### src/rtl/cpu_types_pkg.sv
// cpu_types_pkg
// Purpose: CPU-wide basic types shared across the datapath.
//   word_t : 32-bit machine word / program counter.
package cpu_types_pkg;

  typedef logic [31:0] word_t;

endpackage

### src/rtl/dp_types_pkg.sv
// dp_types_pkg
// Purpose: datapath types shared between the branch predictor and the
// branch resolution unit.
//   BP_IDX_W    : predictor table index width.
//   bp_update_t : one predictor training entry {idx, tag, taken, target}.
package dp_types_pkg;
  import cpu_types_pkg::*;

  localparam int BP_IDX_W = 4;
  localparam int BP_TAG_W = 30 - BP_IDX_W;

  typedef struct packed {
    logic [BP_IDX_W-1:0] idx;
    logic [BP_TAG_W-1:0] tag;
    logic                taken;
    word_t               target;
  } bp_update_t;

endpackage

### src/rtl/bp_update_fifo.sv
// bp_update_fifo
// Purpose: small FIFO of predictor training entries between the branch
// resolution unit and the predictor table.
// Ports:
//   CLK, nRST : clock (rising edge), asynchronous active-low reset
//   push, din : enqueue request and entry
//   pop       : dequeue request (ignored when empty)
//   dout      : head entry, combinational from storage
//   full      : QDEPTH entries held
//   empty     : no entries held
//   drop      : one-cycle pulse, a push was discarded because the queue was
//               full and nothing was popped in the same cycle
// QDEPTH must be a power of two >= 2 so the pointers wrap by overflow.
module bp_update_fifo
  import dp_types_pkg::*;
#(
  parameter int QDEPTH = 2
) (
  input  logic       CLK,
  input  logic       nRST,
  input  logic       push,
  input  bp_update_t din,
  input  logic       pop,
  output bp_update_t dout,
  output logic       full,
  output logic       empty,
  output logic       drop
);

  localparam int PW = $clog2(QDEPTH);
  localparam int CW = PW + 1;
  localparam logic [CW-1:0] FULL_CNT = CW'(QDEPTH);

  bp_update_t      mem [QDEPTH];
  logic [PW-1:0]   wptr;
  logic [PW-1:0]   rptr;
  logic [CW-1:0]   count;
  logic            do_push;
  logic            do_pop;

  assign full  = (count == FULL_CNT);
  assign empty = (count == '0);
  assign dout  = mem[rptr];

  // A push into a full queue is still taken when the head leaves the same
  // cycle; only a push into a full queue with no pop is lost.
  assign do_pop  = pop & ~empty;
  assign do_push = push & (~full | do_pop);

  always_ff @(posedge CLK or negedge nRST) begin
    if (!nRST) begin
      wptr  <= '0;
      rptr  <= '0;
      count <= '0;
      drop  <= 1'b0;
    end else begin
      drop <= push & full & ~do_pop;
      if (do_push) wptr <= wptr + 1'b1;
      if (do_pop)  rptr <= rptr + 1'b1;
      case ({do_push, do_pop})
        2'b10:   count <= count + 1'b1;
        2'b01:   count <= count - 1'b1;
        default: count <= count;
      endcase
    end
  end

  // Storage needs no reset: occupancy is tracked by count alone.
  always_ff @(posedge CLK) begin
    if (do_push) mem[wptr] <= din;
  end

endmodule

### src/rtl/branch_resolve_unit.sv
// branch_resolve_unit
// Purpose: end-of-EX branch resolution. Compares the actual outcome with the
// prediction carried down the pipe, raises a registered one-cycle flush with
// the corrected PC on a mispredict, and queues a training entry for every
// resolved branch toward the predictor over a valid/ready handshake.
// Ports:
//   CLK, nRST            : clock (rising edge), asynchronous active-low reset
//   res_valid, stall     : resolution present / pipeline stalled
//   res_pc, res_pc4      : branch PC and PC+4
//   res_taken,res_target : actual direction and target
//   pred_taken,pred_target : prediction carried with the instruction
//   flush, npc_fix       : mispredict pulse and corrected next PC
//   upd_valid/upd_ready  : training handshake
//   upd_idx/tag/taken/target : head training entry
//   upd_drop             : pulse, a training entry was lost (queue full)
// Optional (macro BRANCH_STATS_EN): stat_branches, stat_mispred counters.
//
// Handshake: an entry transfers on a rising edge where upd_valid and
// upd_ready are both high; while upd_valid is high and upd_ready low the
// upd_* fields hold steady. Draining is independent of stall.
// IDX_W must equal BP_IDX_W so the index fits the training entry.
module branch_resolve_unit
  import cpu_types_pkg::*;
  import dp_types_pkg::*;
#(
  parameter int IDX_W  = BP_IDX_W,
  parameter int QDEPTH = 2
) (
  input  logic                CLK,
  input  logic                nRST,
  input  logic                res_valid,
  input  logic                stall,
  input  logic [31:0]         res_pc,
  input  logic [31:0]         res_pc4,
  input  logic                res_taken,
  input  logic [31:0]         res_target,
  input  logic                pred_taken,
  input  logic [31:0]         pred_target,
  output logic                flush,
  output logic [31:0]         npc_fix,
  output logic                upd_valid,
  input  logic                upd_ready,
  output logic [IDX_W-1:0]    upd_idx,
  output logic [29-IDX_W:0]   upd_tag,
  output logic                upd_taken,
  output logic [31:0]         upd_target,
  output logic                upd_drop
`ifdef BRANCH_STATS_EN
  ,
  output logic [31:0]         stat_branches,
  output logic [31:0]         stat_mispred
`endif
);

  logic       acc;
  logic       mis;
  logic       fifo_full;
  logic       fifo_empty;
  bp_update_t new_entry;
  bp_update_t head_entry;
  word_t      fix_pc;
  logic       unused_pc_bits;

  // A resolution arriving while flush is high is on the wrong path.
  assign acc = res_valid & ~stall & ~flush;

  // Not-taken on both sides agrees regardless of target.
  assign mis = (res_taken != pred_taken) |
               (res_taken & pred_taken & (res_target != pred_target));

  assign fix_pc = res_taken ? res_target : res_pc4;

  assign unused_pc_bits = ^res_pc[1:0];

  always_comb begin
    new_entry        = '0;
    new_entry.idx    = res_pc[IDX_W+1:2];
    new_entry.tag    = res_pc[31:IDX_W+2];
    new_entry.taken  = res_taken;
    new_entry.target = res_target;
  end

  always_ff @(posedge CLK or negedge nRST) begin
    if (!nRST) begin
      flush   <= 1'b0;
      npc_fix <= '0;
    end else begin
      flush <= acc & mis;
      if (acc & mis) npc_fix <= fix_pc;
    end
  end

  bp_update_fifo #(.QDEPTH(QDEPTH)) u_fifo (
    .CLK   (CLK),
    .nRST  (nRST),
    .push  (acc),
    .din   (new_entry),
    .pop   (upd_valid & upd_ready),
    .dout  (head_entry),
    .full  (fifo_full),
    .empty (fifo_empty),
    .drop  (upd_drop)
  );

  assign upd_valid  = ~fifo_empty;
  assign upd_idx    = head_entry.idx;
  assign upd_tag    = head_entry.tag;
  assign upd_taken  = head_entry.taken;
  assign upd_target = head_entry.target;

  logic unused_full;
  assign unused_full = fifo_full;

`ifdef BRANCH_STATS_EN
  always_ff @(posedge CLK or negedge nRST) begin
    if (!nRST) begin
      stat_branches <= '0;
      stat_mispred  <= '0;
    end else begin
      if (acc)       stat_branches <= stat_branches + 32'd1;
      if (acc & mis) stat_mispred  <= stat_mispred + 32'd1;
    end
  end
`endif

endmodule

### config.mk
export PLATFORM = sky130hd
export DESIGN_NAME = branch_resolve_unit
export DESIGN_NICKNAME = d
export VERILOG_FILES = /design/src/rtl/cpu_types_pkg.sv /design/src/rtl/dp_types_pkg.sv /design/src/rtl/bp_update_fifo.sv /design/src/rtl/branch_resolve_unit.sv
export SDC_FILE = /design/constraint.sdc
export NUM_CORES = 1
export LEC_CHECK = 0
export CAP_MARGIN = 20
export CORE_ASPECT_RATIO = 0.5
export CORE_UTILIZATION = 51
export CTS_CLUSTER_SIZE = 8
export DETAILED_ROUTE_END_ITERATION = 16
export PLACE_DENSITY = 0.93
export RECOVER_POWER = 50
export SYNTH_ARGS = -nofsm -noshare
export SYNTH_HDL_FRONTEND = slang
export SYNTH_HIERARCHICAL = 1
export SYNTH_SLANG_ARGS = --single-unit
### constraint.sdc
create_clock -name CLK -period 8.36 [get_ports CLK]
set_input_delay 1.672 -clock CLK [delete_from_list [all_inputs] [get_ports CLK]]
set_output_delay 1.672 -clock CLK [all_outputs]
set_load 0.05 [all_outputs]
# --- Yosys cells after proc, flatten, opt, wreduce, memory -nomap -nowiden ---
# Memory sizes are Yosys's and may differ from the RTL's.
# Index checks and enable logic that the tools add are counted.
totals:
  ff_bits: 38
  latch_bits: 0
  mem_bits_rw: 126
  mem_bits_ro: 0
  out_inout_bits: 98
  elab_cells: 39
  memories: 1
memory_table:
  columns: ["memory", "words", "width", "read_ports", "rd_clocked_by_memory_dff", "wr", "line_no", "source"]
  rows:
  - ["u_fifo.mem", 2, 63, 1, 0, 1, "bp_update_fifo.sv:34", "bp_update_t mem [QDEPTH];"]
classes:
  add_sub_neg: 4
  multipliers: 0
  div: 0
  magnitude_cmp: 0
  eq_ne: 5
  shift: 0
  mux: 4
  n_bitwise: 17
  reduce_logical: 2
ops:
  columns: ["op", "n"]
  rows:
  - ["32-bit two-way mux", 1]
  - ["32-bit != test", 1]
  - ["1-bit bitwise AND", 10]
  - ["1-bit NOT", 5]
  - ["2-bit == test, second input constant", 2]
  - ["2-bit one-hot mux with 2 select lines", 1]
  - ["1-bit adder, second input constant", 2]
  - ["2-bit by 1-bit adder with 2-bit output, second input constant", 1]
  - ["2-bit by 1-bit == test with 1-bit output, second input constant", 1]
  - ["2-bit logical NOT", 1]
  - ["1-bit two-way mux", 2]
  - ["1-bit bitwise OR", 2]
  - ["2-bit nonzero test", 1]
  - ["2-bit by 1-bit subtractor with 2-bit output, second input constant", 1]
  - ["1-bit != test", 1]

# --- Logic depth before layout (Yosys ltp) ---
depth:
  depth_word: 8
  depth_mapped: 8
  ltp_nobuf: 6

# --- By module ---
# Netlist, hierarchy kept.
modules_own_cells:
  columns: ["module", "instances", "cells_per_inst", "area_each_um2", "seq_area_each_um2"]
  rows:
  - ["bp_update_fifo", 1, 223, 4818.4, 3908.7]
  - ["branch_resolve_unit", 1, 350, 2899.0, 825.8]

# --- Worst setup path after synthesis ---
# Ideal clock, no wire load.
synth_timing:
  path_type: "input to register"
  from: "input port stall"
  to: "memory u_fifo/mem[0][0] (netlist bit) (enable)"
  setup_time_ns: 0.484
  arrival_ns: 5.088
  t_required_ns: 7.876
  slack_ns: 2.788
  stages: 7
  path_cell_list: "nor2_1 -> nand2_1 -> clkbuf_1 -> clkbuf_1 -> inv_1 -> o21ai_2 -> nor2_1"
synth_between:
  elab_chain_len: 6
synth_rtl:
  columns: ["element", "line_no", "source"]
  rows:
  - ["start: declaration", "branch_resolve_unit.sv:32", "input logic stall,"]
  - ["1-bit NOT", "branch_resolve_unit.sv:65", "assign acc = res_valid & ~stall & ~flush;"]
  - ["1-bit bitwise AND (2 in series)", "branch_resolve_unit.sv:65", null]
  - ["named net acc", "branch_resolve_unit.sv:55", "logic acc;"]
  - ["1-bit bitwise AND", "bp_update_fifo.sv:48", "assign do_push = push & (~full | do_pop);"]
  - ["1-bit two-way mux", "bp_update_fifo.sv:70", "if (do_push) mem[wptr] <= din;"]
  - ["1-bit two-way mux (not written as such)", "bp_update_fifo.sv:70", null]
  - ["end: declaration", "bp_update_fifo.sv:34", null]
# The timed path passes the listed nets, and every way through them passes these cells.

# --- Worst setup path in the final report ---
layout_timing:
  from: "input port stall"
  to: "memory u_fifo/mem[1][59] (netlist bit) (enable)"
# The elaborated chain is that of the path after synthesis.

==> results.toml <==
[run_status]
status = "finished, violations left"
violations = "max-capacitance violations, max-slew violations"

[critical_path]
ff2ff_setup_slack_ns = 3.77
critPathMaxFanout = 66
crit_chain = "dlygate4sd3_1, nor2_1, nand2_2, clkbuf_1, inv_1, o21ai_0, nor2_4, buf_4"
cp_top_family = "buffers and inverters"
critPathBufInv = 4
max_stage_delay_ns = 2.00
cp-end-kind = "flip-flop"
r2r_cells = 7
required_ns = 8.49
critPathLaunchType = "input port"
timing.rr.end = "u_fifo/mem[1][59]"
cp.arrival_ns = 6.07
crit_type = "in -> reg"
r2r-start = "flush"
crit_path_top_delay_cell = "clkbuf_1"

[route]
first_pass_iters = 5
drt_wl_total_um = 22700
vias = 6026
post_drt_wl_per_cell_um = 22.7
drc = 0
drt-initial-drc-count = 716
vias_per_cell = 6.04
antenna_left = 0

[min_path]
hp-start = "u_fifo/wptr"
hold_class = "reg -> reg"
min_to = "u_fifo/wptr"
hold_depth = 1

[pwr]
ir_drop_mv = 0.189
powerDensity_nw_per_um2 = 297
p_leak_nw = 3.91
p_total_mw = 3.18

[timing]
final-hold-violation-count = 0
fin_skew_ns = 0.00942
final.setup.tns_ns = 0
fmax_mhz = 168
worst_pin_slew_ns = 2.83
final-setup-viol-count = 0
rsz0062_at_grt = "false"
final.min_clock_period_ns = 5.94
period_share_pct = 71.0
max_slew_margin_pct = -88.5
slew_violations = 142

[final_layout]
drive_gt1_share_pct = 14.0
synthToLayoutAreaGrowth_pct = 38.5
final_common_cell = "clkdlybuf4s50_1"
nets = 922
layout_common_cells = "129 x clkdlybuf4s50_1, 126 x edfxtp_1, 99 x dlygate4sd3_1"
fin_cells = 998

[placement]
place_inst = 963
dp_hpwl_um = 14200
port_buffers = 230
place_congestion = 0.909

[cts]
cts_resized = 0
ctsHtreeMaxLevel = 4
clk_latency_ns = 0.42
holdBufCountCts = 0
cts_root_buf = "clkbuf_16"
cts.sinks = 164
cts_buffers = 17
cts.clk_slew.worst_paths_ns = 0.07
post_cts_buffers = 0
cts_max_path_buffers = 2
cts_tree = "built"

[die]
die_h_um = 89.0
core_um2 = 14600
rows = 31
start_util_pct = 52.8
die_x_um = 176
dieArea_um2 = 15700
io_pins = 233

[global_route]
antenna_found_initial = 1
overflow = 0
grt_util_all_layers_pct = 27.2
grt_pass1_wl_um = 31600
grt_pass1_vias = 5637
grt_max_degree = 67

[logic_synthesis]
synth_cells = 572
synth_area_per_cell_um2 = 13.5
syn_nets = 708
yosys_warnings = 6
synthesis.area_um2 = 7710

[job]
drv_cap = 3
report_power, final:
| group | total (mW) | switching [mW] | internal [mW] |
|---|---|---|---|
| registers | 1.09 | 0.0847 | 1.01 |
| logic | 1.33 | 0.848 | 0.480 |
| clock network | 0.759 | 0.363 | 0.397 |
worst register-to-register path: cells and delay by family, from the launching register on:
family | cells | cell delay (ns)
buf+inv | 3 | 2.87
compound gates | 1 | 0.51
simple gates | 3 | 0.50
flops | 1 | 0.41
state kept, by name (all words and copies together), names as in the netlist:
register and count:
u_fifo/mem 126, npc_fix 32, flush 1, u_fifo/count 2
u_fifo/rptr 1, u_fifo/wptr 1, u_fifo/drop 1
routing by layer:
metal  share of wire [%]  GRT usage (%)  up-vias
met5                   0              0        -
met4                 3.9           11.4        0
li1                    -              -     2623
met2                  50           47.5      337
met1                  39           33.7     2988
met3                 6.8           5.70       78
final cells by class:
class	instances	area, um^2
inverters	5	18.8
fillers	899	3940
diodes	1	2.50
clock inverters	14	134
multi-input cells	357	2690
well taps	198	248
flip-flops and latches	164	4740
repair buffers	241	2430
clock buffers	18	429
worst max-delay path by stage:
stage / slack (ns) / from / cells past startpoint / endpoint
3_3_place_gp: 3.69 / stall / 8 / u_fifo/mem[1][44]
3_5_place_dp: 3.65 / stall / 8 / u_fifo/mem[1][46]
4_1_cts: 3.78 / u_fifo/rptr / 3 / upd_target[8]
6_report: 2.42 / stall / 8 / u_fifo/mem[1][59]
5_1_grt: 2.16 / stall / 8 / u_fifo/mem[1][36]
2_1_floorplan: 2.79 / stall / 7 / u_fifo/mem[0][0]
metrics by stage:
stage                     hold slack, ns  worst slack [ns]  util (%)  area [um^2]
after floorplan                    0.468              2.79         -         7710
after detailed placement           0.543              3.65      68.9        10100
final                              0.562              2.42      73.1        10700
after CTS                          0.556              3.78      72.8        10600
after global routing               0.573              2.16      73.1        10700
after global placement             0.534              3.69      68.7        10000
Note: power is estimated with default switching activity, not from simulation.
